File: src/rtl/demux_1byn_reg.sv
// 1-to-N registered demultiplexer: one holding register per output channel, unicast or
// broadcast loads, per-channel independent drain, and counting of out-of-range drops.
module demux_1byn_reg #(
    parameter int WIDTH = 8,
    parameter int N     = 4,
    parameter int SELW  = 2
) (
    input  logic               clk,
    input  logic               rst,
    input  logic [WIDTH-1:0]   d,
    input  logic [SELW-1:0]    sel,
    input  logic               bcast,
    input  logic               in_valid,
    output logic               in_ready,
    output logic [N*WIDTH-1:0] y,
    output logic [N-1:0]       y_valid,
    input  logic [N-1:0]       y_ready,
    output logic               err,
    output logic [7:0]         drop_cnt
);

    logic         in_range_p0;
    logic         accept_p0;
    logic         drop_p0;
    logic [N-1:0] free_p0;
    logic [N-1:0] tgt_p0;
    logic [N-1:0] load_p0;

    function automatic logic [7:0] sat_inc(input logic [7:0] v);
        return (v == 8'hFF) ? v : v + 8'd1;
    endfunction

    // stage 0: decode the offer against per-channel occupancy
    always_comb begin
        tgt_p0      = '0;
        in_range_p0 = (int'(sel) < N);
        free_p0     = ~y_valid | y_ready;
        for (int k = 0; k < N; k++) begin
            tgt_p0[k] = bcast || (in_range_p0 && (int'(sel) == k));
        end
    end

    // an out-of-range unicast targets no channel, so it is always ready and gets dropped
    assign in_ready  = ~|(tgt_p0 & ~free_p0);
    assign accept_p0 = in_valid && in_ready;
    assign load_p0   = accept_p0 ? tgt_p0 : '0;
    assign drop_p0   = accept_p0 && !bcast && !in_range_p0;

    // stage 1: channel registers, error pulse and drop counter
    always_ff @(posedge clk or posedge rst) begin
        if (rst) begin
            y        <= '0;
            y_valid  <= '0;
            err      <= 1'b0;
            drop_cnt <= 8'd0;
        end else begin
            for (int k = 0; k < N; k++) begin
                if (load_p0[k]) begin
                    y[k*WIDTH +: WIDTH] <= d;
                    y_valid[k]          <= 1'b1;
                end else if (y_ready[k]) begin
                    y_valid[k]          <= 1'b0;
                end
            end
            err <= drop_p0;
            if (drop_p0) begin
                drop_cnt <= sat_inc(drop_cnt);
            end
        end
    end

endmodule

File: config.mk
export PLATFORM = sky130hd
export DESIGN_NAME = demux_1byn_reg
export DESIGN_NICKNAME = d
export VERILOG_FILES = /design/src/rtl/demux_1byn_reg.sv
export SDC_FILE = /design/constraint.sdc
export NUM_CORES = 1
export LEC_CHECK = 0
export CORE_MARGIN = 4
export CORE_UTILIZATION = 44
export CTS_CLUSTER_DIAMETER = 60
export DETAILED_ROUTE_END_ITERATION = 12
export PLACE_DENSITY = 0.89
export SLEW_MARGIN = 20
export SYNTH_ARGS = -nofsm -noshare
export SYNTH_HDL_FRONTEND = slang
export SYNTH_SLANG_ARGS = --single-unit
File: constraint.sdc
create_clock -name clk -period 5.3 [get_ports clk]
set_clock_uncertainty 0.1 [all_clocks]
set_input_delay 1.06 -clock clk [delete_from_list [all_inputs] [get_ports clk]]
set_output_delay 1.06 -clock clk [all_outputs]
set_load 0.05 [all_outputs]
==> results of run 1 <==
worst min path at each step:
stage,depth (start not counted),slack [ps],startpoint,to
after global routing,1,440,y[16],y[16]
after detailed placement,1,400,y[7],y[7]
final,1,420,y[28],y[28]
after CTS,1,420,y[4],y[4]
after floorplan,1,760,y[10],y[10]
after global placement,1,390,y[0],y[0]
layout make-up:
| cell class | count | area (sq um) | area share, % |
|---|---|---|---|
| clock buffer | 8 | 58.8 | 2.66 |
| sequential | 36 | 901 | 40.8 |
| timing repair buffer | 55 | 548 | 24.8 |
| multi-input combinational | 65 | 638 | 28.9 |
| tap | 46 | 57.6 | 2.61 |
| inverter | 1 | 3.75 | 0.170 |
power by group through the flow:
stage	clock network (W)	logic (W)	registers (W)
final	0.000153	0.000650	0.000404
after CTS	0.000156	0.000657	0.000404
after detailed placement	0	0.000654	0.000406
after global placement	0	0.000645	0.000402
after global routing	0.000166	0.000676	0.000413
after floorplan	0	0.000157	0.000691
critical path: cells and delay by family:
kind | cells | cell delay (ps)
buffers and inverters | 2 | 1320
and+or+nand+nor | 3 | 390
AOI/OAI and AO/OA | 1 | 280
layer usage:
metal / vias to the layer above / part of all wire, % / track usage [%] / wire length (microns)
met4: 0 / 1.0 / 6.70 / 36
met3: 4 / 7.1 / 4.43 / 251
li1: 461 / - / - / -
met5: - / 0 / 0 / 0
met1: 526 / 42 / 21.1 / 1500
met2: 43 / 50 / 28.4 / 1760
flip-flops by register name, indices dropped and copies added (netlist names):
name and cells:
y_valid 4, y 32
kinds of logic after synthesis:
logic type / after synthesis
flip-flops: 36
multiplexers: 32
AO/OA/AOI/OAI: 6
AND/OR/NAND/NOR: 18
buffers and inverters: 12
other: 1
stage by stage:
step                      power [W]  util, %  instances  instance area, sq um
after floorplan            0.000847        -        113                  1630
after detailed placement    0.00106     62.9        203                  2150
after global placement      0.00105     62.9        203                  2150
after global routing        0.00125     64.6        211                  2210
after CTS                   0.00122     64.6        211                  2210
final                       0.00121     64.6        211                  2210
layout by cell type, fill, tap and decap left out, types with 2 or more instances in the layout:
cell              n
nor2b_1           3
mux2_2           16
clkdlybuf4s50_1  54
dfrtp_1          36
nand2_1           3
or2_2             2
nor2_1            3
clkbuf_1          2
nand4b_2          2
clkbuf_4          5
o21ai_1           2
and4bb_1          2
conb_1            9
mux2_4           16
==> flow_summary.toml, run 1 <==
[outcome]
status = "complete, no violations"

[detailed_routing]
drtIter0Drc = 15
wire_per_inst_microns = 16.8
drc_errors = 0
dr.pass1.iters = 2
num_vias = 1034
wl_microns = 3560
drtAntennaViolNets = 0
vias_per_cell = 4.90

[floorplanning]
fp.dieW_microns = 68.4
core_area_sq_um = 3420
rows = 21
start_util_pct = 46.9
dieArea_sq_um = 4670
die_h_microns = 68.4
pin_count = 64

[cells_and_area]
area_growth_pct = 37.7
nNetsFinal = 182
diodes = 0
layout-drive-gt1-share_pct = 27.9
fillers = 262

[global_routing]
grt_pass1_vias = 1179
grt_pass1_wl_microns = 5710
antenna_found_initial = 0
grt_use_total_pct = 17.1
grt_max_degree = 37
overflow = 0

[clocking]
postCtsSetupBuffers = 0
clk_root_buffer_cell = "clkbuf_4"
cts-resized-gates = 0
cts.clk_slew.worst_paths_ps = 100
tritoncts = "yes"
clk_latency_ps = 330
clockBufferDepth = 2
clock-sinks = 36
cts_hold_buffers = 0
h-tree-depth = 2
numCtsBuffers = 5

[yosys]
synth_top_cell_by_area = "dfrtp_1"
ys_seq_area_share_pct = 56.2
synthArstFlopShare_pct = 100
synth_fa_ha_area_share_pct = 0
avgSynthCellArea_sq_um = 15.3
synth_seq_cells = 36
synth_top_family_by_area = "multiplexers"
synth-xor-area-share_pct = 0
yosysMostFrequentCell = "dfrtp_1"
synthTopCellsByArea = "dfrtp_1 56%, mux2_4 15%, mux2_2 11%"
synth_edf_count = 0
ys_warn_count = 0
synth_commonest_cells = "36 x dfrtp_1, 16 x mux2_2, 16 x mux2_4"
ys_types = 21
synthCells = 105
synth_compound_area_share_pct = 3.20
syn_area_sq_um = 1600
synth_simple_gate_area_share_pct = 8.27
synthMuxAreaShare_pct = 26.2
synth_top_cell_area_share_pct = 56.2
synthFlopType = "dfrtp_1"

[power]
leakage_nw = 0.972
switching_share_pct = 44.9
clockPowerShare_pct = 12.6
p_int_w = 0.000665
p_sw_w = 0.000542
vdd_ir_drop_max_mv = 0.400
seqPwrFrac_pct = 33.5
comb_power_share_pct = 53.9
p_per_area_nw_per_um2 = 547

[place]
place.gp.congestion = 0.710
post-place-ws_ps = 1080
hpwl_microns = 2520
numPortBuffers = 54

[flow_run]
cap_violations = 0

[setup_path]
start_kind = "input port"
crit_arrival_ps = 3050
crit_top_cell = "clkdlybuf4s50_1"
cpMaxStageDelayCell = "clkdlybuf4s50_1"
reg2reg_to = "y[20]"
crit_type = "input port to output port"
reg2regPathDepth = 4
end_kind = "output port"
critPathRequiredTime_ps = 4140
path_cells = "clkdlybuf4s50_1 > and2b_1 > o21ai_1 > nand2_1 > nor2_1 > clkdlybuf4s50_1"
cpPeakStageDelay_ps = 800
cp_max_fo = 4
rrSetupSlack_ps = 3290
setup.worst_path.start = "sel[1]"
crit_path_end = "in_ready"
reg2reg_from = "y_valid[3]"

[timing]
setup-tns-final_ps = 0
hold_violations = 0
rsz0062_at_grt = "no"
holdWs_ps = 420
slew_headroom_pct = 56.2
setup_ws_ps = 1090
fin_crit_ps = 4210
min_period_over_period_pct = 79.4
setup_viol = 0
timing.fmax_mhz = 238
worst_slew_pin_slew_ps = 656
report.final.slew_viol_count = 0

[worst_hold_path]
hold_path.class = "register to register"
Power figures use the tool's default switching activity.
==> run 2: changes to the inputs <==
--- a/config.mk
+++ b/config.mk
@@ -6,10 +6,10 @@
 export NUM_CORES = 1
 export LEC_CHECK = 0
 export CORE_MARGIN = 4
-export CORE_UTILIZATION = 44
+export CORE_UTILIZATION = 43
 export CTS_CLUSTER_DIAMETER = 60
 export DETAILED_ROUTE_END_ITERATION = 12
-export PLACE_DENSITY = 0.89
+export PLACE_DENSITY = 0.88
 export SLEW_MARGIN = 20
 export SYNTH_ARGS = -nofsm -noshare
 export SYNTH_HDL_FRONTEND = slang
==> constraint.sdc (replaced) <==
create_clock -name clk -period 3.9 [get_ports clk]
set_clock_uncertainty 0.1 [all_clocks]
set_input_delay 0.78 -clock clk [delete_from_list [all_inputs] [get_ports clk]]
set_output_delay 0.78 -clock clk [all_outputs]
set_load 0.05 [all_outputs]
==> run 2 against run 1 <==
Largest power group unchanged; via count down 1.7%; clock power is 72% higher; first-iteration DRC count is 140% higher.
==> flow_summary.toml, run 2 (same netlist as run 1, synthesis figures left out) <==
[outcome]
status = "complete, no violations"

[clocking]
clk_root_buffer_cell = "clkbuf_8"
tritoncts = "yes"
cts_hold_buffers = 0
clockBufferDepth = 2
postCtsSetupBuffers = 0
h-tree-depth = 2
cts-resized-gates = 0
numCtsBuffers = 5
clk_latency_ps = 280
clock-sinks = 36
cts.clk_slew.worst_paths_ps = 60

[global_routing]
grt_use_total_pct = 14.9
grt_pass1_wl_microns = 5660
grt_pass1_vias = 1102
grt_max_degree = 37
overflow = 0
antenna_found_initial = 0

[floorplanning]
start_util_pct = 46.2
dieArea_sq_um = 4770
pin_count = 64
rows = 21
core_area_sq_um = 3470
die_h_microns = 69.1
fp.dieW_microns = 69.1

[setup_path]
critPathRequiredTime_ps = 3020
cpLargestDelayFamily = "buffers and inverters"
cp_max_fo = 4
path_cells = "clkdlybuf4s50_1 > and2b_1 > o21ai_1 > nand2_1 > nor2_1 > buf_4"
cpPeakStageDelay_ps = 520
start_kind = "input port"
crit_type = "input port to output port"
cpMaxStageDelayCell = "clkdlybuf4s50_1"
crit_arrival_ps = 2200
path_buf_inv = 2
end_kind = "output port"

[cells_and_area]
regMostFlops = "y"
layout-drive-gt1-share_pct = 29.7
fin_area_sq_um = 2240
largest_reg_flops = 32
diodes = 0
reg.largest.list = "y: 32 flops, y_valid: 4 flops"
final_core_util_pct = 64.5
nNetsFinal = 182
area_growth_pct = 39.7
final_cell_mix = "53 x clkdlybuf4s50_1, 36 x dfrtp_1, 16 x mux2_4, 16 x mux2_2, 9 x conb_1"
final_common_cell = "clkdlybuf4s50_1"

[worst_hold_path]
hold_path.class = "register to register"

[timing]
fin_crit_ps = 3080
setup-tns-final_ps = 0
report.final.slew_viol_count = 0
slew_headroom_pct = 59.2
worst_slew_pin_slew_ps = 613
hold_violations = 0
rsz0062_at_grt = "no"
holdWs_ps = 405
timing.fmax_mhz = 325
min_period_over_period_pct = 79.0
setup_viol = 0

[detailed_routing]
drc_errors = 0
num_vias = 1016
drtAntennaViolNets = 0
dr.pass1.iters = 5
drtIter0Drc = 36
vias_per_cell = 4.82
wl_microns = 3430
wire_per_inst_microns = 16.2

[place]
numPortBuffers = 54
placed_area_sq_um = 2150
place.gp.congestion = 0.735
hpwl_microns = 2490

[power]
p_per_area_nw_per_um2 = 756
vdd_ir_drop_max_mv = 0.344
leakage_nw = 0.991

[flow_run]
cap_violations = 0
==> run 2: cell count changes in the layout (fill, tap and decap cells not counted) <==
cell and change:
buf_4 +1, clkbuf_1 -2, clkbuf_4 -5, clkbuf_8 +5
clkdlybuf4s50_1 -1, clkinv_2 +2
==> run 2: worst paths after layout <==
path	from	to	slack, ps	cells past startpoint
worst max-delay path	sel[1]	in_ready	820	6
worst min-delay path	y[30]	y[30]	410	1
worst max register to register	y_valid[3]	y[14]	1900	4
worst min register to register	y[30]	y[30]	410	1
max in group asynchronous	rst	y[0]	2600	3
min in group asynchronous	rst	y[8]	800	3
==> run 2: area by class of cell <==
type / instances / area [sq um]
Fill cell: 267 / 1230
Sequential cell: 36 / 901
Multi-Input combinational cell: 65 / 638
Timing Repair Buffer: 55 / 546
Clock buffer: 6 / 82.6
Tap cell: 46 / 57.6
Clock inverter: 2 / 10.0
Inverter: 1 / 3.75
==> run 2: per-layer routing <==
metal / global-route usage [%] / routed length (microns) / up-vias / share of wire [%]
li1: - / - / 467 / -
met4: 3.90 / 29 / 0 / 0.85
met3: 6.25 / 240 / 5 / 7.0
met5: 0 / 0 / - / 0
met1: 17.9 / 1420 / 506 / 41
met2: 24.7 / 1740 / 38 / 51
==> run 2: through the flow <==
step / cells / setup slack [ps] / total power [W]
6_report: 211 / 818 / 0.00169
3_5_place_dp: 203 / 828 / 0.00144
5_1_grt: 211 / 748 / 0.00177
4_1_cts: 211 / 826 / 0.00171
2_1_floorplan: 113 / 1090 / 0.00115
3_3_place_gp: 203 / 904 / 0.00142
==> run 2: where the power goes <==
part	leakage [nW]	switching (W)	total, W	internal (W)
registers	0.425	0.0000640	0.000549	0.000484
logic	0.515	0.000551	0.000882	0.000330
clock network	0.0510	0.000122	0.000263	0.000141
